$ cat src/rtl/z80_bus_pkg.sv
// Shared types and defaults for the tv80s bus-request arbiter.
// Latency: n/a (declarations only).
// Backpressure: n/a.
package z80_bus_pkg;

    // Arbiter FSM states
    typedef enum logic [1:0] {
        IDLE    = 2'd0,
        REQ     = 2'd1,
        GRANT   = 2'd2,
        RELEASE = 2'd3
    } busarb_state_t;

    // Default minimum CPU run window between tenures, in clocks
    localparam int BUSARB_CPU_GAP  = 4;
    // Default tenure limit when the timeout feature is built in
    localparam int BUSARB_MAX_HOLD = 256;
    // Largest supported number of requesters
    localparam int BUSARB_MAX_REQ  = 8;

endpackage

$ cat src/rtl/z80_rr_picker.sv
// Round-robin priority encoder: first set req bit at or after ptr, wrapping.
// Latency: combinational, zero cycles.
// Backpressure: none; pick is all-zero when no request is pending.
module z80_rr_picker
    import z80_bus_pkg::*;
#(
    parameter int N_REQ = 4,
    parameter int IW    = (N_REQ > 1) ? $clog2(N_REQ) : 1
) (
    input  logic [N_REQ-1:0] req,
    input  logic [IW-1:0]    ptr,
    output logic [N_REQ-1:0] pick_oh,
    output logic [IW-1:0]    pick_idx
);

    localparam logic [N_REQ-1:0] PICK_ONE = {{(N_REQ-1){1'b0}}, 1'b1};

    logic [2*N_REQ-1:0] req2;
    logic [N_REQ-1:0]   rot;
    logic               found;
    int                 pos;

    // Rotate the request vector so that bit 0 is the requester at ptr
    assign req2 = {req, req};
    assign rot  = req2[ptr +: N_REQ];

    // Scan the rotated vector from the pointer and map back to an index
    always_comb begin
        found    = 1'b0;
        pos      = 0;
        pick_idx = '0;
        pick_oh  = '0;
        for (int i = 0; i < N_REQ; i++) begin
            if (!found && rot[i]) begin
                found = 1'b1;
                pos   = int'(ptr) + i;
            end
        end
        if (pos >= N_REQ) begin
            pos = pos - N_REQ;
        end
        pick_idx = IW'(pos);
        if (found) begin
            pick_oh = PICK_ONE << pick_idx;
        end
    end

endmodule

$ cat src/rtl/z80_busrq_arbiter.sv
// Shares the tv80s bus among N_REQ masters via busrq_n/busak_n, round-robin, with a CPU gap.
// Latency: req->busrq_n low 1 clk; busak_n low->grant 1 clk; req drop->grant low 1 clk.
// Backpressure: REQ waits indefinitely for busak_n; BUSARB_TIMEOUT_EN adds a MAX_HOLD tenure cut.
module z80_busrq_arbiter
    import z80_bus_pkg::*;
#(
    parameter int N_REQ    = 4,
    parameter int CPU_GAP  = BUSARB_CPU_GAP,
    parameter int MAX_HOLD = BUSARB_MAX_HOLD
) (
    input  logic             clk,
    input  logic             reset,
    input  logic [N_REQ-1:0] req,
    output logic [N_REQ-1:0] grant,
    output logic             busrq_n,
    input  logic             busak_n,
    output logic             preempt,
    output logic             busy
);

    localparam int IW = (N_REQ > 1) ? $clog2(N_REQ) : 1;
    localparam int GW = $clog2(CPU_GAP + 1);

    if (N_REQ < 2 || N_REQ > BUSARB_MAX_REQ || CPU_GAP < 1 || MAX_HOLD < 1) begin : g_param_check
        $error("z80_busrq_arbiter: parameter out of range");
    end

    busarb_state_t    state_q, state_d;
    logic [N_REQ-1:0] grant_q, grant_d;
    logic             busrq_n_q, busrq_n_d;
    logic             preempt_q, preempt_d;
    logic             busy_q, busy_d;
    logic [IW-1:0]    ptr_q, ptr_d;
    logic [GW-1:0]    gap_q, gap_d;
    logic [N_REQ-1:0] pick_oh;
    logic [IW-1:0]    pick_idx;
    logic             hold_done;

    z80_rr_picker #(
        .N_REQ (N_REQ),
        .IW    (IW)
    ) u_picker (
        .req      (req),
        .ptr      (ptr_q),
        .pick_oh  (pick_oh),
        .pick_idx (pick_idx)
    );

`ifdef BUSARB_TIMEOUT_EN
    localparam int HW = $clog2(MAX_HOLD + 1);
    logic [HW-1:0] hold_q, hold_d;

    // Tenure counter: zero on GRANT entry, counts every clock spent in GRANT
    always_comb begin
        hold_d = '0;
        if (state_q == GRANT) begin
            hold_d = hold_q + 1'b1;
        end
    end

    // Tenure counter register
    always_ff @(posedge clk) begin
        if (reset) begin
            hold_q <= '0;
        end else begin
            hold_q <= hold_d;
        end
    end

    // Last clock of a MAX_HOLD-long tenure
    assign hold_done = (state_q == GRANT) && (hold_q == HW'(MAX_HOLD - 1));
`else
    // Tenures are unbounded without the timeout feature
    assign hold_done = 1'b0;
`endif

    // Next-state and registered-output logic for the bus handshake
    always_comb begin
        state_d   = state_q;
        grant_d   = grant_q;
        busrq_n_d = busrq_n_q;
        preempt_d = 1'b0;
        ptr_d     = ptr_q;
        gap_d     = gap_q;
        // The gap only elapses while the CPU actually owns the bus
        if (busak_n && (gap_q != '0)) begin
            gap_d = gap_q - 1'b1;
        end
        unique case (state_q)
            IDLE: begin
                grant_d   = '0;
                busrq_n_d = 1'b1;
                // A spurious busak_n low here is ignored: no request is in flight
                if ((req != '0) && (gap_q == '0)) begin
                    state_d   = REQ;
                    busrq_n_d = 1'b0;
                end
            end
            REQ: begin
                busrq_n_d = 1'b0;
                if (req == '0) begin
                    state_d   = RELEASE;
                    busrq_n_d = 1'b1;
                end else if (!busak_n) begin
                    // Winner picked from req as seen at the acknowledge edge
                    state_d = GRANT;
                    grant_d = pick_oh;
                    ptr_d   = (pick_idx == IW'(N_REQ - 1)) ? '0 : pick_idx + 1'b1;
                end
            end
            GRANT: begin
                busrq_n_d = 1'b0;
                if (busak_n) begin
                    // CPU took the bus back (reset or protocol fault): drop everything
                    state_d   = IDLE;
                    grant_d   = '0;
                    busrq_n_d = 1'b1;
                end else if ((req & grant_q) == '0) begin
                    // Normal release takes priority over a coincident timeout
                    state_d   = RELEASE;
                    grant_d   = '0;
                    busrq_n_d = 1'b1;
                end else if (hold_done) begin
                    state_d   = RELEASE;
                    grant_d   = '0;
                    busrq_n_d = 1'b1;
                    preempt_d = 1'b1;
                end
            end
            RELEASE: begin
                grant_d   = '0;
                busrq_n_d = 1'b1;
                if (busak_n) begin
                    state_d = IDLE;
                    gap_d   = GW'(CPU_GAP);
                end
            end
            default: begin
                state_d   = IDLE;
                grant_d   = '0;
                busrq_n_d = 1'b1;
            end
        endcase
        busy_d = (state_d != IDLE);
    end

    // State and output registers
    always_ff @(posedge clk) begin
        if (reset) begin
            state_q   <= IDLE;
            grant_q   <= '0;
            busrq_n_q <= 1'b1;
            preempt_q <= 1'b0;
            busy_q    <= 1'b0;
            ptr_q     <= '0;
            gap_q     <= '0;
        end else begin
            state_q   <= state_d;
            grant_q   <= grant_d;
            busrq_n_q <= busrq_n_d;
            preempt_q <= preempt_d;
            busy_q    <= busy_d;
            ptr_q     <= ptr_d;
            gap_q     <= gap_d;
        end
    end

    assign grant   = grant_q;
    assign busrq_n = busrq_n_q;
    assign preempt = preempt_q;
    assign busy    = busy_q;

endmodule

$ cat config.mk
export PLATFORM = sky130hd
export DESIGN_NAME = z80_busrq_arbiter
export DESIGN_NICKNAME = d
export VERILOG_FILES = /design/src/rtl/z80_bus_pkg.sv /design/src/rtl/z80_rr_picker.sv /design/src/rtl/z80_busrq_arbiter.sv
export SDC_FILE = /design/constraint.sdc
export NUM_CORES = 1
export LEC_CHECK = 0
export ABC_AREA = 1
export CORE_MARGIN = 5
export CORE_UTILIZATION = 51
export DETAILED_ROUTE_END_ITERATION = 8
export GPL_ROUTABILITY_DRIVEN = 1
export MAX_ROUTING_LAYER = met4
export PLACE_DENSITY = 0.86
export SLEW_MARGIN = 20
export SYNTH_ARGS = -nofsm -noshare
export SYNTH_HDL_FRONTEND = slang
export SYNTH_SLANG_ARGS = --single-unit
$ cat constraint.sdc
create_clock -name clk -period 1.95 [get_ports clk]
set_clock_uncertainty 0.05 [all_clocks]
set_input_delay 0.39 -clock clk [delete_from_list [all_inputs] [get_ports clk]]
set_output_delay 0.39 -clock clk [all_outputs]
set_load 0.01 [all_outputs]
# Word-level counts from Yosys, hierarchy flattened
# Index checks and enable logic that the tools add are counted.
# totals
reg_bits	13
in_bits	7
out_inout_bits	7
wordCells	74
# classes
addsub	6
n_lt_le_gt_ge	1
n_eq_ne	7
n_shift	2
mux	31
bitwise	3
n_reduce_logical	18
# op_table
operator	count
$mux 32	3
$ge 32x4->1 const B	1
$mux 4	5
$mux 2	9
$pmux 4 s3	1
$mux 3	3
$logic_not 4->1	2
$mux 1	8
$pmux 2 s4	1
$shiftx 8x3->4	1
$add 2x2->3 const B	2
$eq 2x2->1 const B	3
$reduce_and 3->1	2
$logic_and 1x1->1	5
$and 4x4->4	1
$ne 2x2->1 const B	2
$pmux 1 s4	1
$reduce_bool 4->1	1
$shl 1x2->4 const A	1
$add 2x1->3 const B	1
$logic_not 1->1	3
$logic_not 3->1	1
$ne 3x3->1 const B	1
$reduce_bool 3->1	1
other kinds (8)	9

# Longest topological paths before layout
# Gate-level depths: netlist of run 1.
# depth
ltp_word	18
mapped_depth	14
depth_no_buf	13

# By module
# From an unflattened synthesis of run 1, not the netlist that was laid out.
# hier_totals
cells_unflattened	159
hier_area_um2	1026.0
# modules_own_cells
mod	instances	cells_each	area_each_um2	seq_area_each_um2
z80_busrq_arbiter	1	95	691.9	260.2
z80_rr_picker	1	64	334.1	0.0

# Worst setup path before layout of run 1
# OpenSTA, ideal clock, no wires.
# synth_path
path_kind	register -> register
from	register ptr_q[0]
to	register ptr_q[1]
setup_time_ns	0.119
t_arrival_ns	1.488
t_required_ns	1.781
setup_slack_ns	0.293
path_stages_with_launch	14
path_buffers	1
synth_period_minus_slack_ns	1.657
cell_sequence	dfxtp_1 buf_6 inv_6 nand2_2 nand2_2 nand2_1 nand2_2 a31oi_1 nand3_1 nand2_2 inv_2 ha_1 o21ai_0 a21oi_1
# synth_via
elab_chain_len	15
word_cells_on_any_way	23
classes_between	add/sub: 5; order compare: 1; eq/ne: 1; shift: 1; mux: 9; reduce/logical: 6
# synth_lines
element	line	text
start: declaration	z80_busrq_arbiter.sv:33	logic [IW-1:0] ptr_q, ptr_d;
start signal: assignment	z80_busrq_arbiter.sv:163	ptr_q <= ptr_d;
$shiftx 8x3->4	z80_rr_picker.sv:25	assign rot = req2[ptr +: N_REQ];
$mux 1	z80_rr_picker.sv:34	if (!found && rot[i]) begin
$logic_not 1->1	z80_rr_picker.sv:34	
$logic_and 1x1->1	z80_rr_picker.sv:34	
$mux 1	z80_rr_picker.sv:34	
$logic_not 1->1	z80_rr_picker.sv:34	
$logic_and 1x1->1	z80_rr_picker.sv:34	
$mux 1	z80_rr_picker.sv:34	
$logic_not 1->1	z80_rr_picker.sv:34	
$logic_and 1x1->1	z80_rr_picker.sv:34	
$mux 32 *	z80_rr_picker.sv:34	
$ge 32x4->1 or $sub 2x1->2 (tied branches)	z80_rr_picker.sv:39, z80_rr_picker.sv:40	
$mux 2 *	z80_rr_picker.sv:39	if (pos >= N_REQ) begin
$add 2x1->2 or $eq 2x2->1 (tied branches)	z80_busrq_arbiter.sv:108	ptr_d = (pick_idx == IW'(N_REQ - 1)) ? '0 : pick_idx + 1'b1;
$mux 2 *	z80_busrq_arbiter.sv:108	
# Every way passes the cells marked *; elsewhere a longest branch is shown, timed or not.
# A chain may end at the register's enable or synchronous reset.

# Final worst setup path of run 1
# layout_path
from	register ptr_q[1]
to	register ptr_q[1]
# The elaborated chain is that of the path after synthesis.

==> results.md, run 1 <==
- Worst r2r src: ptr_q[1]
- Leakage: 0.6348 nW
- Cells on worst reg2reg path: 11
- FF+latch area: 261.5 µm²
- Clk Latency, worst-skew pair: 0.27 ns
- #FFs+latches synth: 13
- CTS Hold Buffers Added: 0
- Maximum fanout along the worst path: 7
- First-pass GRT wire length: 3519 µm
- # fillers: 167
- Ys Warns: 0
- R2R Path End: ptr_q[1]
- Die width: 53.55 µm
- Initial antenna violation count: 0
- Crit path buf inv count: 2
- Pwr Total: 1.379 mW
- Nets: 185
- Synth area leader: dfxtp_1
- CTS HTree Levels: 1
- Cells after DPL: 192
- Final period util: 0.9211
- Unrepaired setup endpoints after global routing: false
- Highest Clock Rate: 556.7 MHz
- Post-DR vias/cell: 5.000
- DPL Wire Length: 1890 µm
- Slowest CP cell: dfxtp_1
- Sequential share of the synthesized area: 0.2691
- DR WL/cell: 11.31 µm
- Netlist Area Pre-Place: 967.2 µm²
- Crit path kind: flop to flop
- CTS Sinks: 13
- Largest net degree at the start of global routing: 8
- Syn_area_per_cell: 6.625 µm²
- Initial Util: 0.5482
- Share of cells above drive strength 1: 0.2398
- Clk buf depth: 2
- Most frequent cells in the layout: 33 x nand2_1, 21 x inv_1, 15 x nand3_1
- Clock buffer count from CTS: 3
- Row Count: 15
- RD Place Congestion: 0.8577
- Top-area cell type share of the netlist area: 0.2691
- CTS tree: built
- Setup-failing EPs final: 0
- Worst hold path type: flop to flop
- CP Data Arrival Time: 1.91 ns
- Status: finished clean
- ANT nets after route: 0
- Total vias in the final route: 980
- Critical path, cell by cell: inv_2, nand3_2, nand2_4, nor2_4, nand3_1, nand3_1, nand2_2, inv_2, ha_1, o21ai_1, a21oi_1
- Setup slack, reg-to-reg: 0.15 ns
- Core Region: 1764 µm²
- Multi-input gate area: 571.8 µm²
- Number of global-route vias before repair: 918
- Final max-slew violation count: 0
- Total GRT Usage: 0.1721
- Setup Fix Bufs, Post-CTS: 0
- Most common cell after layout, fill and taps aside: nand2_1
- Min Tclk post-route: 1.796 ns
- Die Area: 2867 µm²
- Die height: 53.55 µm
- Hold_sp: gap_q[0]
- DR pass1 iterations: 4
- IR drop worst, VDD: 0.6626 mV
- Fin. Hold Viols: 0
- Delay-heaviest family, CP: simple AND/OR/NAND/NOR gates
- IO Port Bufs: 12
- Clk pin slew, worst setup/hold paths: 0.08 ns
- Antenna diodes: 0
- CP Capture Type: flop
- WL final: 2216 µm
- DRT iter0 DRCs: 22
- Startpoint Class: flop
- Synth cell types: 29
- Setup crit start: ptr_q[1]
- Min Hold Slack: 0.4245 ns
- Clock root buffer: clkbuf_4
- Hold EP: gap_q[0]
- Synth Instances: 146
- PD cells: 1135 nW/µm²
- P&R area growth vs syn: 25.61%
- Largest stage delay, worst path: 0.49 ns
- Max-cap violations: 0
- Grt total ovfl: 0
- Hold path cells: 2
- Post-synthesis net count: 159
- Post-Layout Cell Count: 196
- Post-route DRC: 0
- Num ports: 14
- CP required: 2.07 ns
- Synth area leaders: dfxtp_1 27%, nand2_1 13%, inv_1 8.2%
[cell usage after synthesis]
| library cell | n |
|---|---|
| nor2_1 | 7 |
| o21ai_1 | 1 |
| clkinv_2 | 1 |
| o211ai_1 | 1 |
| buf_4 | 2 |
| nand2_1 | 34 |
| nand3_1 | 15 |
| nor3_1 | 1 |
| nor2_2 | 1 |
| nand4_1 | 1 |
| inv_1 | 21 |
| nand3_2 | 2 |
| nor3_2 | 1 |
| nand4_2 | 1 |
| conb_1 | 1 |
| dfxtp_1 | 13 |
| nand2_4 | 1 |
| a21oi_1 | 9 |
| inv_6 | 1 |
| a31oi_1 | 2 |
| inv_2 | 5 |
| o21ai_0 | 4 |
| xor2_1 | 1 |
| ha_1 | 6 |
| nand2_2 | 9 |
| nor2_4 | 1 |
| buf_6 | 1 |
| a21oi_2 | 1 |
| o21bai_1 | 2 |
[kinds of logic (layout without fill, tap and decap cells)]
kind of cell	Yosys count	in the layout	synth area share
other	1	1	0.003877
XOR/XNOR	1	1	0.009057
AND/OR/NAND/NOR	74	74	0.3803
AO/OA/AOI/OAI	20	20	0.1177
adder cells (fa/ha/maj)	6	6	0.07762
flip-flops	13	13	0.2691
buffers and inverters	31	56	0.1423
[routing by layer]
layer | up-vias | part of all wire | global-route usage | wire [µm]
met2 | 17 | 0.55 | 0.3408 | 1227
met5 | - | 0 | - | 0
met3 | 5 | 0.019 | 0.01662 | 43
li1 | 507 | - | - | -
met1 | 451 | 0.41 | 0.1653 | 907
met4 | 0 | 0.017 | 0.07660 | 37
[stage by stage]
step	setup WS [ns]	util	instance area (µm²)	setup TNS (ns)
after floorplan	0.2930	-	967.2	0
after global placement	-0.2730	0.6702	1182	-1.109
after detailed placement	-0.3432	0.6702	1182	-1.442
after CTS	0.01641	0.6851	1209	0
after global routing	0.06626	0.6887	1215	0
final	0.1539	0.6887	1215	0
[worst max path at each step]
stage	depth (start not counted)	to	slack [ns]
2_1_floorplan	13	ptr_q[1]	0.29
4_1_cts	13	ptr_q[1]	0.02
6_report	11	ptr_q[1]	0.15
3_3_place_gp	13	ptr_q[1]	-0.27
5_1_grt	10	ptr_q[1]	0.07
3_5_place_dp	13	ptr_q[1]	-0.34
[area by class of cell]
class | count | share of cell area
Clock buffer | 4 | 0.02163
Inverter | 28 | 0.09166
Multi-Input combinational cell | 102 | 0.4706
Sequential cell | 13 | 0.2152
Tap cell | 25 | 0.02575
Timing Repair Buffer | 24 | 0.1751
[timing repair]
action | 4_1_cts | 5_1_grt
pin swaps | 1 | 1
endpoints found under the hold margin | 0 | 0
endpoints found under the setup margin | 1 | 5
resized for setup | 4 | 3
[worst register-to-register path: stages (launching register included)]
cell	delay, ns
dfxtp_1	0.49
inv_2	0.13
nand3_2	0.13
nand2_4	0.07
nor2_4	0.11
nand3_1	0.08
nand3_1	0.10
nand2_2	0.06
inv_2	0.06
ha_1	0.22
o21ai_1	0.13
a21oi_1	0.05
[where the power goes]
part           internal (mW)  switching [mW]
logic                  0.335           0.464
clock network         0.0794          0.0874
registers              0.348          0.0664
total                  0.762           0.618
(Power assumes the default switching activity.)
==> inputs of run 2 (changes only) <==
CORE_UTILIZATION = 32   (was 51)
PLACE_DENSITY = 0.62   (was 0.86)
TNS_END_PERCENT = 10   (was not set)
==> run 2 against run 1 <==
Clock power about the same. First-iteration DRC count up 100%. Setup slack better by 0.061 ns. Sequential power about the same. Critical endpoint unchanged.
==> results.md, run 2 (synthesis results as in run 1) <==
- CP required: 2.07 ns (about the same)
- Share of cells above drive strength 1: 0.2486 (+0.008789)
- Min Tclk post-route: 1.735 ns (-0.06113 ns)
- Setup TNS: 0 ns (unchanged)
- Die width: 64.98 µm (+21%)
- Critical Path Most Common Cell: nand2_2
- CP Depth: 12 (+1)
- Clk pin slew, worst setup/hold paths: 0.08 ns (about the same)
- Crit path buf inv count: 2 (unchanged)
- DPL Wire Length: 1801 µm (-4.7%)
- Cells on worst reg2reg path: 12 (+1)
- Post-route DRC: 0 (unchanged)
- Most common cell after layout, fill and taps aside: nand2_1
- Startpoint Class: flop
- Post-layout worst setup margin: 0.2150 ns (+0.06113 ns)
- CTS Sinks: 13 (unchanged)
- Critical path endpoint: ptr_q[1]
- P&R area growth vs syn: 27.55%
- RD Place Congestion: 0.7993 (-6.8%)
- CP Data Arrival Time: 1.85 ns (-0.06 ns)
- Dpl ws: -0.3427 ns (+0.0004570 ns)
- Clk Latency, worst-skew pair: 0.28 ns (about the same)
- CTS Hold Buffers Added: 0 (unchanged)
- Fin. Hold Viols: 0 (unchanged)
- Clock root buffer: clkbuf_4
- Final max-slew violation count: 0 (unchanged)
- Highest Clock Rate: 576.4 MHz (+3.5%)
- Core Region: 2978 µm² (+69%)
- Worst r2r src: ptr_q[0]
- Placed cell areas: 1207 µm² (+2.1%)
- Die Area: 4222 µm² (+47%)
- Largest stage delay, worst path: 0.40 ns (-0.09 ns)
- Leakage: 0.6295 nW (-0.84%)
- Number of global-route vias before repair: 984 (+7.2%)
- R2R Path End: ptr_q[1]
- CP Capture Type: flop
- Antenna diodes: 0 (unchanged)
- DR WL/cell: 10.49 µm (-7.2%)
- Total GRT Usage: 0.1200 (-0.05210)
- Initial Util: 0.3248 (-0.2234)
- First-pass GRT wire length: 3939 µm (+12%)
- Slowest CP cell: dfxtp_4
- Delay-heaviest family, CP: simple AND/OR/NAND/NOR gates
- Largest net degree at the start of global routing: 8 (unchanged)
- Maximum fanout along the worst path: 6 (-1)
- IO Port Bufs: 12 (unchanged)
- Worst hold path type: flop to flop
- WL final: 2161 µm (-2.5%)
- Clock buffer count from CTS: 3 (unchanged)
- Nets: 187 (+1.1%)
- Total vias in the final route: 965 (-1.5%)
- Grt total ovfl: 0 (unchanged)
- Setup crit start: ptr_q[0]
- Clk buf depth: 2 (unchanged)
- DRT iter0 DRCs: 45 (+100%)
- Num ports: 14 (unchanged)
- Setup-failing EPs final: 0 (unchanged)
- PD cells: 1111 nW/µm² (-2.1%)
- CTS tree: built
- Status: finished clean
- Setup slack, reg-to-reg: 0.21 ns (+0.06 ns)
- Most frequent cells in the layout: 34 x nand2_1, 21 x inv_1, 15 x nand3_1
- IR drop worst, VDD: 0.6269 mV (-5.4%)
- Row Count: 20 (+5)
- CTS HTree Levels: 1 (unchanged)
- ANT nets after route: 0 (unchanged)
- Die height: 64.98 µm (+21%)
- Crit path kind: flop to flop
- Post-DR vias/cell: 4.684 (-6.3%)
- Critical path, cell by cell: inv_6, nand2_2, nand2_1, nand2_1, nand2_2, a31oi_1, nand3_1, nand2_2, inv_2, ha_1, o21ai_0, a21oi_1
- Final period util: 0.8898 (-0.03135)
- Final Cell Area: 1234 µm² (+1.5%)
- Initial antenna violation count: 0 (unchanged)
- DR pass1 iterations: 2 (-2)
- Max-cap violations: 0 (unchanged)
- Unrepaired setup endpoints after global routing: false
==> run 2: cell types whose count changed in the layout (fill, tap and decap cells not counted) <==
cell	before	now
dlymetal6s2s_1	2	0
dfxtp_1	12	11
nand2_1	33	34
buf_4	12	14
nand2_2	10	9
o21ai_1	2	1
dfxtp_4	0	1
o21ai_0	3	4
dlygate4sd2_1	2	4
==> run 2: power breakdown <==
| part | switching, mW | internal [mW] | total (mW) |
|---|---|---|---|
| Sequential | 0.0663 | 0.350 | 0.416 |
| Clock | 0.0868 | 0.0794 | 0.166 |
| Combinational | 0.447 | 0.342 | 0.789 |
| Total | 0.600 | 0.771 | 1.37 |
==> run 2: per-stage QoR <==
step	cells	util	power (mW)	hold slack, ns
floorplan	146	-	0.9602	0.3856
global placement	202	0.4055	1.183	0.3987
detailed placement	202	0.4055	1.217	0.4131
CTS	206	0.4126	1.387	0.4246
global route	206	0.4143	1.530	0.4514
finish	206	0.4143	1.371	0.4199
==> run 2: worst min path at each step <==
stage,cells past startpoint,slack (ns),endpoint,startpoint
after floorplan,2,0.39,gap_q[0],gap_q[0]
after global placement,2,0.40,gap_q[0],gap_q[0]
after detailed placement,2,0.41,gap_q[0],gap_q[0]
after CTS,2,0.42,gap_q[0],gap_q[0]
after global routing,2,0.45,gap_q[0],gap_q[0]
final,2,0.42,gap_q[0],gap_q[0]
==> run 2: final cells by class <==
type	instances	area [µm²]
fillers	304	1744
multi-input cells	102	569.3
flip-flops and latches	13	265.3
repair buffers	26	220.2
inverters	28	111.4
well taps	33	41.29
clock buffers	4	26.28
==> run 2: what timing repair did <==
item / in CTS / in global routing
setup buffers: 0 / 0
hold endpoints to repair: 0 / 0
setup endpoints to repair: 2 / 5
gates resized for setup: 4 / 3
==> run 2: worst reg2reg max path, delay by kind of cell, from the launching register on <==
family | cells | cell delay, ns
compound gates | 3 | 0.35
fa+ha+maj | 1 | 0.26
flops | 1 | 0.40
simple gates | 6 | 0.48
buf+inv | 2 | 0.09
==> run 2: routing by layer <==
layer | share of wire | track usage | vias up
met2 | 0.51 | 0.2184 | 11
li1 | - | - | 511
met4 | 0.0097 | 0.02639 | 0
met5 | 0 | - | -
met3 | 0.037 | 0.03293 | 5
met1 | 0.44 | 0.1292 | 438
